<file path="config.mk">
export PLATFORM = sky130hd
export DESIGN_NAME = data_ram_arbiter
export DESIGN_NICKNAME = d
export VERILOG_FILES = /design/src/rtl/data_ram_arbiter.sv
export SDC_FILE = /design/constraint.sdc
export NUM_CORES = 1
export LEC_CHECK = 0
export BUFFER_PORTS_ARGS = -buffer_cell sky130_fd_sc_hd__buf_2
export CORE_AREA = 2 2 99 101
export DETAILED_ROUTE_END_ITERATION = 6
export DIE_AREA = 0 0 101 103
export MAX_ROUTING_LAYER = met4
export PLACE_DENSITY = 0.6
export SETUP_SLACK_MARGIN = 0.05
export SYNTH_ARGS = -nofsm -noshare
export SYNTH_HDL_FRONTEND = slang
export SYNTH_SLANG_ARGS = --single-unit
</file>
<file path="constraint.sdc">
create_clock -name MAX10_CLK1_50 -period 4.8 [get_ports MAX10_CLK1_50]
set_clock_uncertainty 0.15 [all_clocks]
set_input_delay 1.44 -clock MAX10_CLK1_50 [delete_from_list [all_inputs] [get_ports MAX10_CLK1_50]]
set_output_delay 1.44 -clock MAX10_CLK1_50 [all_outputs]
set_load 0.01 [all_outputs]
</file>
<file path="src/rtl/data_ram_arbiter.sv">
// Round-robin arbiter sharing the single-port data RAM between the CPU (port 0)
// and a debug/loader port (port 1), with debug bus lock and saturating CPU stall counter.
module data_ram_arbiter #(
    parameter int ADDR_W      = 10,
    parameter int DATA_W      = 32,
    parameter int STALL_CNT_W = 16
) (
    input  logic                   MAX10_CLK1_50,
    input  logic                   reset,
    input  logic                   cpu_req,
    input  logic                   cpu_we,
    input  logic [ADDR_W-1:0]      cpu_addr,
    input  logic [DATA_W-1:0]      cpu_wdata,
    output logic                   cpu_gnt,
    output logic                   cpu_rvalid,
    output logic [DATA_W-1:0]      cpu_rdata,
    output logic                   cpu_stall,
    input  logic                   dbg_req,
    input  logic                   dbg_we,
    input  logic                   dbg_lock,
    input  logic [ADDR_W-1:0]      dbg_addr,
    input  logic [DATA_W-1:0]      dbg_wdata,
    output logic                   dbg_gnt,
    output logic                   dbg_rvalid,
    output logic [DATA_W-1:0]      dbg_rdata,
    output logic                   ram_en,
    output logic                   ram_we,
    output logic [ADDR_W-1:0]      ram_addr,
    output logic [DATA_W-1:0]      ram_wdata,
    input  logic [DATA_W-1:0]      ram_rdata,
    output logic                   locked,
    output logic [STALL_CNT_W-1:0] stall_count
);

    typedef enum logic {ARB, LOCKED} state_t;

    state_t                 state_q, state_d;
    logic                   prio_q, prio_d;          // 0: CPU wins a tie, 1: debug wins
    logic                   rd_pend_q, rd_pend_d;
    logic                   rd_owner_q, rd_owner_d;  // 0: CPU, 1: debug
    logic [STALL_CNT_W-1:0] stall_cnt_q, stall_cnt_d;

    always_ff @(posedge MAX10_CLK1_50) begin
        if (reset) begin
            state_q     <= ARB;
            prio_q      <= 1'b0;
            rd_pend_q   <= 1'b0;
            rd_owner_q  <= 1'b0;
            stall_cnt_q <= '0;
        end else begin
            state_q     <= state_d;
            prio_q      <= prio_d;
            rd_pend_q   <= rd_pend_d;
            rd_owner_q  <= rd_owner_d;
            stall_cnt_q <= stall_cnt_d;
        end
    end

    // Grant decision and FSM; all grants are suppressed while reset is high.
    always_comb begin
        state_d = state_q;
        prio_d  = prio_q;
        cpu_gnt = 1'b0;
        dbg_gnt = 1'b0;
        if (!reset) begin
            case (state_q)
                ARB: begin
                    if (cpu_req && dbg_req) begin
                        cpu_gnt = ~prio_q;
                        dbg_gnt = prio_q;
                    end else begin
                        cpu_gnt = cpu_req;
                        dbg_gnt = dbg_req;
                    end
                    if (cpu_gnt) begin
                        prio_d = 1'b1;
                    end else if (dbg_gnt) begin
                        prio_d = 1'b0;
                    end
                    if (dbg_gnt && dbg_lock) begin
                        state_d = LOCKED;
                    end
                end
                LOCKED: begin
                    dbg_gnt = dbg_req;
                    if (!dbg_lock) begin
                        state_d = ARB;
                        prio_d  = 1'b0;
                    end
                end
                default: state_d = ARB;
            endcase
        end
    end

    always_comb begin
        ram_en    = 1'b0;
        ram_we    = 1'b0;
        ram_addr  = '0;
        ram_wdata = '0;
        if (cpu_gnt) begin
            ram_en    = 1'b1;
            ram_we    = cpu_we;
            ram_addr  = cpu_addr;
            ram_wdata = cpu_wdata;
        end else if (dbg_gnt) begin
            ram_en    = 1'b1;
            ram_we    = dbg_we;
            ram_addr  = dbg_addr;
            ram_wdata = dbg_wdata;
        end
    end

    always_comb begin
        rd_pend_d  = ram_en && !ram_we;
        rd_owner_d = dbg_gnt;
    end

    always_comb begin
        cpu_rvalid = !reset && rd_pend_q && !rd_owner_q;
        dbg_rvalid = !reset && rd_pend_q && rd_owner_q;
        cpu_rdata  = cpu_rvalid ? ram_rdata : '0;
        dbg_rdata  = dbg_rvalid ? ram_rdata : '0;
    end

    always_comb begin
        cpu_stall   = !reset && cpu_req && !cpu_gnt;
        stall_cnt_d = stall_cnt_q;
        if (cpu_stall && !(&stall_cnt_q)) begin
            stall_cnt_d = stall_cnt_q + 1'b1;
        end
    end

    assign locked      = !reset && (state_q == LOCKED);
    assign stall_count = stall_cnt_q;

endmodule
</file>
==> summary.md <==
| Metric | Value |
|---|---|
| Outcome | finished, final reports clean |
| Most common cell in the netlist | and2_1 |
| Syn_area_per_cell | between 7 and 8 sq um |
| Clock Sink Count | 20 |
| TritonCTS clock tree | built |
| Worst skew pair latency | about 260 ps |
| Ys async rst share | 0% |
| Core area | 0.00946 sq mm |
| IO Count | roughly 250 |
| Buffer levels on the longest clock path | 2 |
| Clock slew at reported path FFs | about 80 ps |
| 1st-iter DRT viols | 45 |
| Antenna Cells | 0 |
| Setup TNS | 0 ps |
| Port bufs | roughly 250 |
| Worst Tran Pin Value | roughly 870 ps |
| DP Area | ~0.0034 sq mm |
| Chip Width | about 100 microns |
| Main area contributors after synthesis | and2_1, dfxtp_1, a22o_1 |
| Largest net degree at the start of global routing | 46 |
| Vias | around 2800 |
| Syn Std Cell Area | 0.00198 sq mm |
| Die H | between 100 and 150 microns |
| CTS Buf Count | 3 |
| Max Cap Viol | 0 |
| Post-DP HPWL | roughly 7400 microns |
| Top_reg_cell synth | dfxtp_1 |
| Most frequent CP cell | buf_2 |
| RSZ-0062 raised after global routing | false |
| Share of the synthesized area in the top cell type | 20.6% |
| H-tree depth | 1 |
| Worst Path Arrival | approximately 2900 ps |
| Largest area contributor in the netlist | and2_1 |
| Router iterations before antenna repair | 4 |
| Synth Warn # | 0 |
| Sw frac | between 20% and 30% |
| Clock share of power | a little under a third |
| Cells after Synth | 253 |
| Layout area overhead | 74.4% |
| Worst setup SP type | input pin |
| Layout cell share with drive strength beyond 1 | a little under three fifths |
| Row cnt | 36 |
| Pwr dens | 158 mW/mm^2 |
| Period minus WS final | 4440 ps |
| Routed len/inst | 14.7 microns |
| Total wire length | 8960 microns |
| Worst Setup End Kind | output pin |
| Yosys reg bits | 20 |
| Netlist cell types | 39 |
| Cell Chain, Critical Path | buf_2 > nor3b_2 > nor3b_4 > buf_4 > a22o_1 > buf_2 |
| Gr usage total | 14.6% |
| Gpl congestion | between 0.8 and 0.9 |
| Setup violations, final | 0 |
| Hold WC Path Type | reg2reg |
| Synth cell count leaders | and2_1, a22o_1, dfxtp_1 |
| Fmax | about 0.22 GHz |
| Hold Fails Final Rpt | 0 |
| WP data required | between 3000 and 4000 ps |
| Remaining DRCs | 0 |
| Psw | 0.000163 W |
| Final period utilization | approximately 93% |
| CP Max Fanout | 11 |
| Share of power burned in registers | 31.8% |
| Gr ovfl total | 0 |
| Gate power share | between 30 and 40% |
| Max-slew headroom | a little over two fifths |
| P_int | approximately 0.00038 W |
| Initial Util | a little over a fifth |
| Number of global-route vias before repair | 2332 |
| First-pass GRT wire length | between 10000 and 15000 microns |
| Slew Limit Fails | 0 |
| Net Count, Synth | 377 |
| Max VDD drop | between 0.0001 and 0.00015 V |
| Cts hold-fix bufs | 0 |
| Final Instance Area | around 0.0034 sq mm |
| CTS Root Cell | clkbuf_8 |
| Net count reported at finish | between 600 and 700 |
| CP max stage cell | nor3b_4 |
| Die area | roughly 0.010 sq mm |
| CP Class | in2out |
| Static leakage | ~2.0 nW |
| Initial antenna violation count | 0 |
| CP peak stage delay | around 540 ps |
| Fill cells | slightly above 1000 |
| Register area share after synthesis | 20.3% |
| Post-synth EDFFs | 0 |
| Routed vias/inst | around 4.7 |
| ANT nets after route | 0 |
-- worst max-delay path, delay by kind of cell --
kind / cells / cell delay, ps
buffers and inverters: 3 / 510
AOI/OAI and AO/OA: 1 / 150
and+or+nand+nor: 2 / 750
-- registers in the layout, indices dropped and copies added, names as in the netlist --
signal       flops
state_q          1
stall_count     16
rd_pend_q        1
prio_q           1
rd_owner_q       1
-- cell families after synthesis --
group	Yosys count	synth area share (%)
AOI/OAI and AO/OA	75	30.2
adders and majority gates	1	0.633
buffers and inverters	23	5.00
DFF	20	20.3
muxes	7	3.74
and+or+nand+nor	127	40.2
-- layer usage --
| layer | vias to the layer above | wire length, microns | track usage, % |
|---|---|---|---|
| li1 | 1422 | - | - |
| met1 | 1292 | 3780 | 18.6 |
| met2 | 120 | 4670 | 25.6 |
| met3 | 6 | 410 | 0.881 |
| met4 | 0 | 89 | 2.81 |
| met5 | - | 0 | - |
-- metrics by stage --
stage / std cells / hold slack (ps) / setup slack (ps) / total power, W / util (%)
2_1_floorplan: 253 / 347 / 579 / 0.000264 / -
3_3_place_gp: 604 / 327 / 229 / 0.000374 / 35.5
3_5_place_dp: 604 / 355 / 175 / 0.000376 / 35.5
4_1_cts: 608 / 369 / 168 / 0.000548 / 36.2
5_1_grt: 609 / 395 / 249 / 0.000577 / 36.4
6_report: 609 / 366 / 355 / 0.000544 / 36.4
-- worst paths after layout --
kind	start	endpoint	slack, ps	cells after the start
setup reg to reg	stall_count[2]$_SDFFE_PP0P_	stall_count[15]$_SDFFE_PP0P_	2700	4
hold / removal	stall_count[14]$_SDFFE_PP0P_	stall_count[14]$_SDFFE_PP0P_	370	2
setup / recovery	cpu_req	ram_addr[7]	360	6
hold reg to reg	stall_count[14]$_SDFFE_PP0P_	stall_count[14]$_SDFFE_PP0P_	370	2
-- power by group through the flow --
stage / combinational (W) / clock, W / sequential, W
after floorplan: 0.0000888 / 0 / 0.000175
after global placement: 0.000197 / 0 / 0.000176
after detailed placement: 0.000200 / 0 / 0.000176
after CTS: 0.000200 / 0.000175 / 0.000173
after global routing: 0.000218 / 0.000185 / 0.000173
final: 0.000200 / 0.000171 / 0.000173
-- timing repair --
action	in CTS	in global routing
endpoints found under the setup margin	0	12
gates resized for setup	0	1
buffers inserted	0	0
-- placed cells by master (no fill, tap or decap), types with 5 or more instances in the layout --
master / netlist / routed
nand2b_1: 6 / 6
buf_2: 1 / 252
nor2b_1: 7 / 7
and2_1: 65 / 65
nand2_1: 8 / 8
nand4_1: 6 / 6
buf_4: 1 / 5
nand3_1: 5 / 5
a22o_1: 43 / 43
o21ai_0: 8 / 8
a21oi_1: 9 / 9
dfxtp_1: 20 / 20
o31ai_1: 5 / 5
-- layout make-up --
cell class / count / area, sq um / area share, %
Inverter: 2 / 7.51 / 0.218
Tap cell: 114 / 143 / 4.14
Timing Repair Buffer: 258 / 1320 / 38.3
Clock buffer: 3 / 41.3 / 1.20
Multi-Input combinational cell: 211 / 1510 / 43.7
Clock inverter: 1 / 30.0 / 0.871
Sequential cell: 20 / 400 / 11.6
Power figures use the tool's default switching activity.
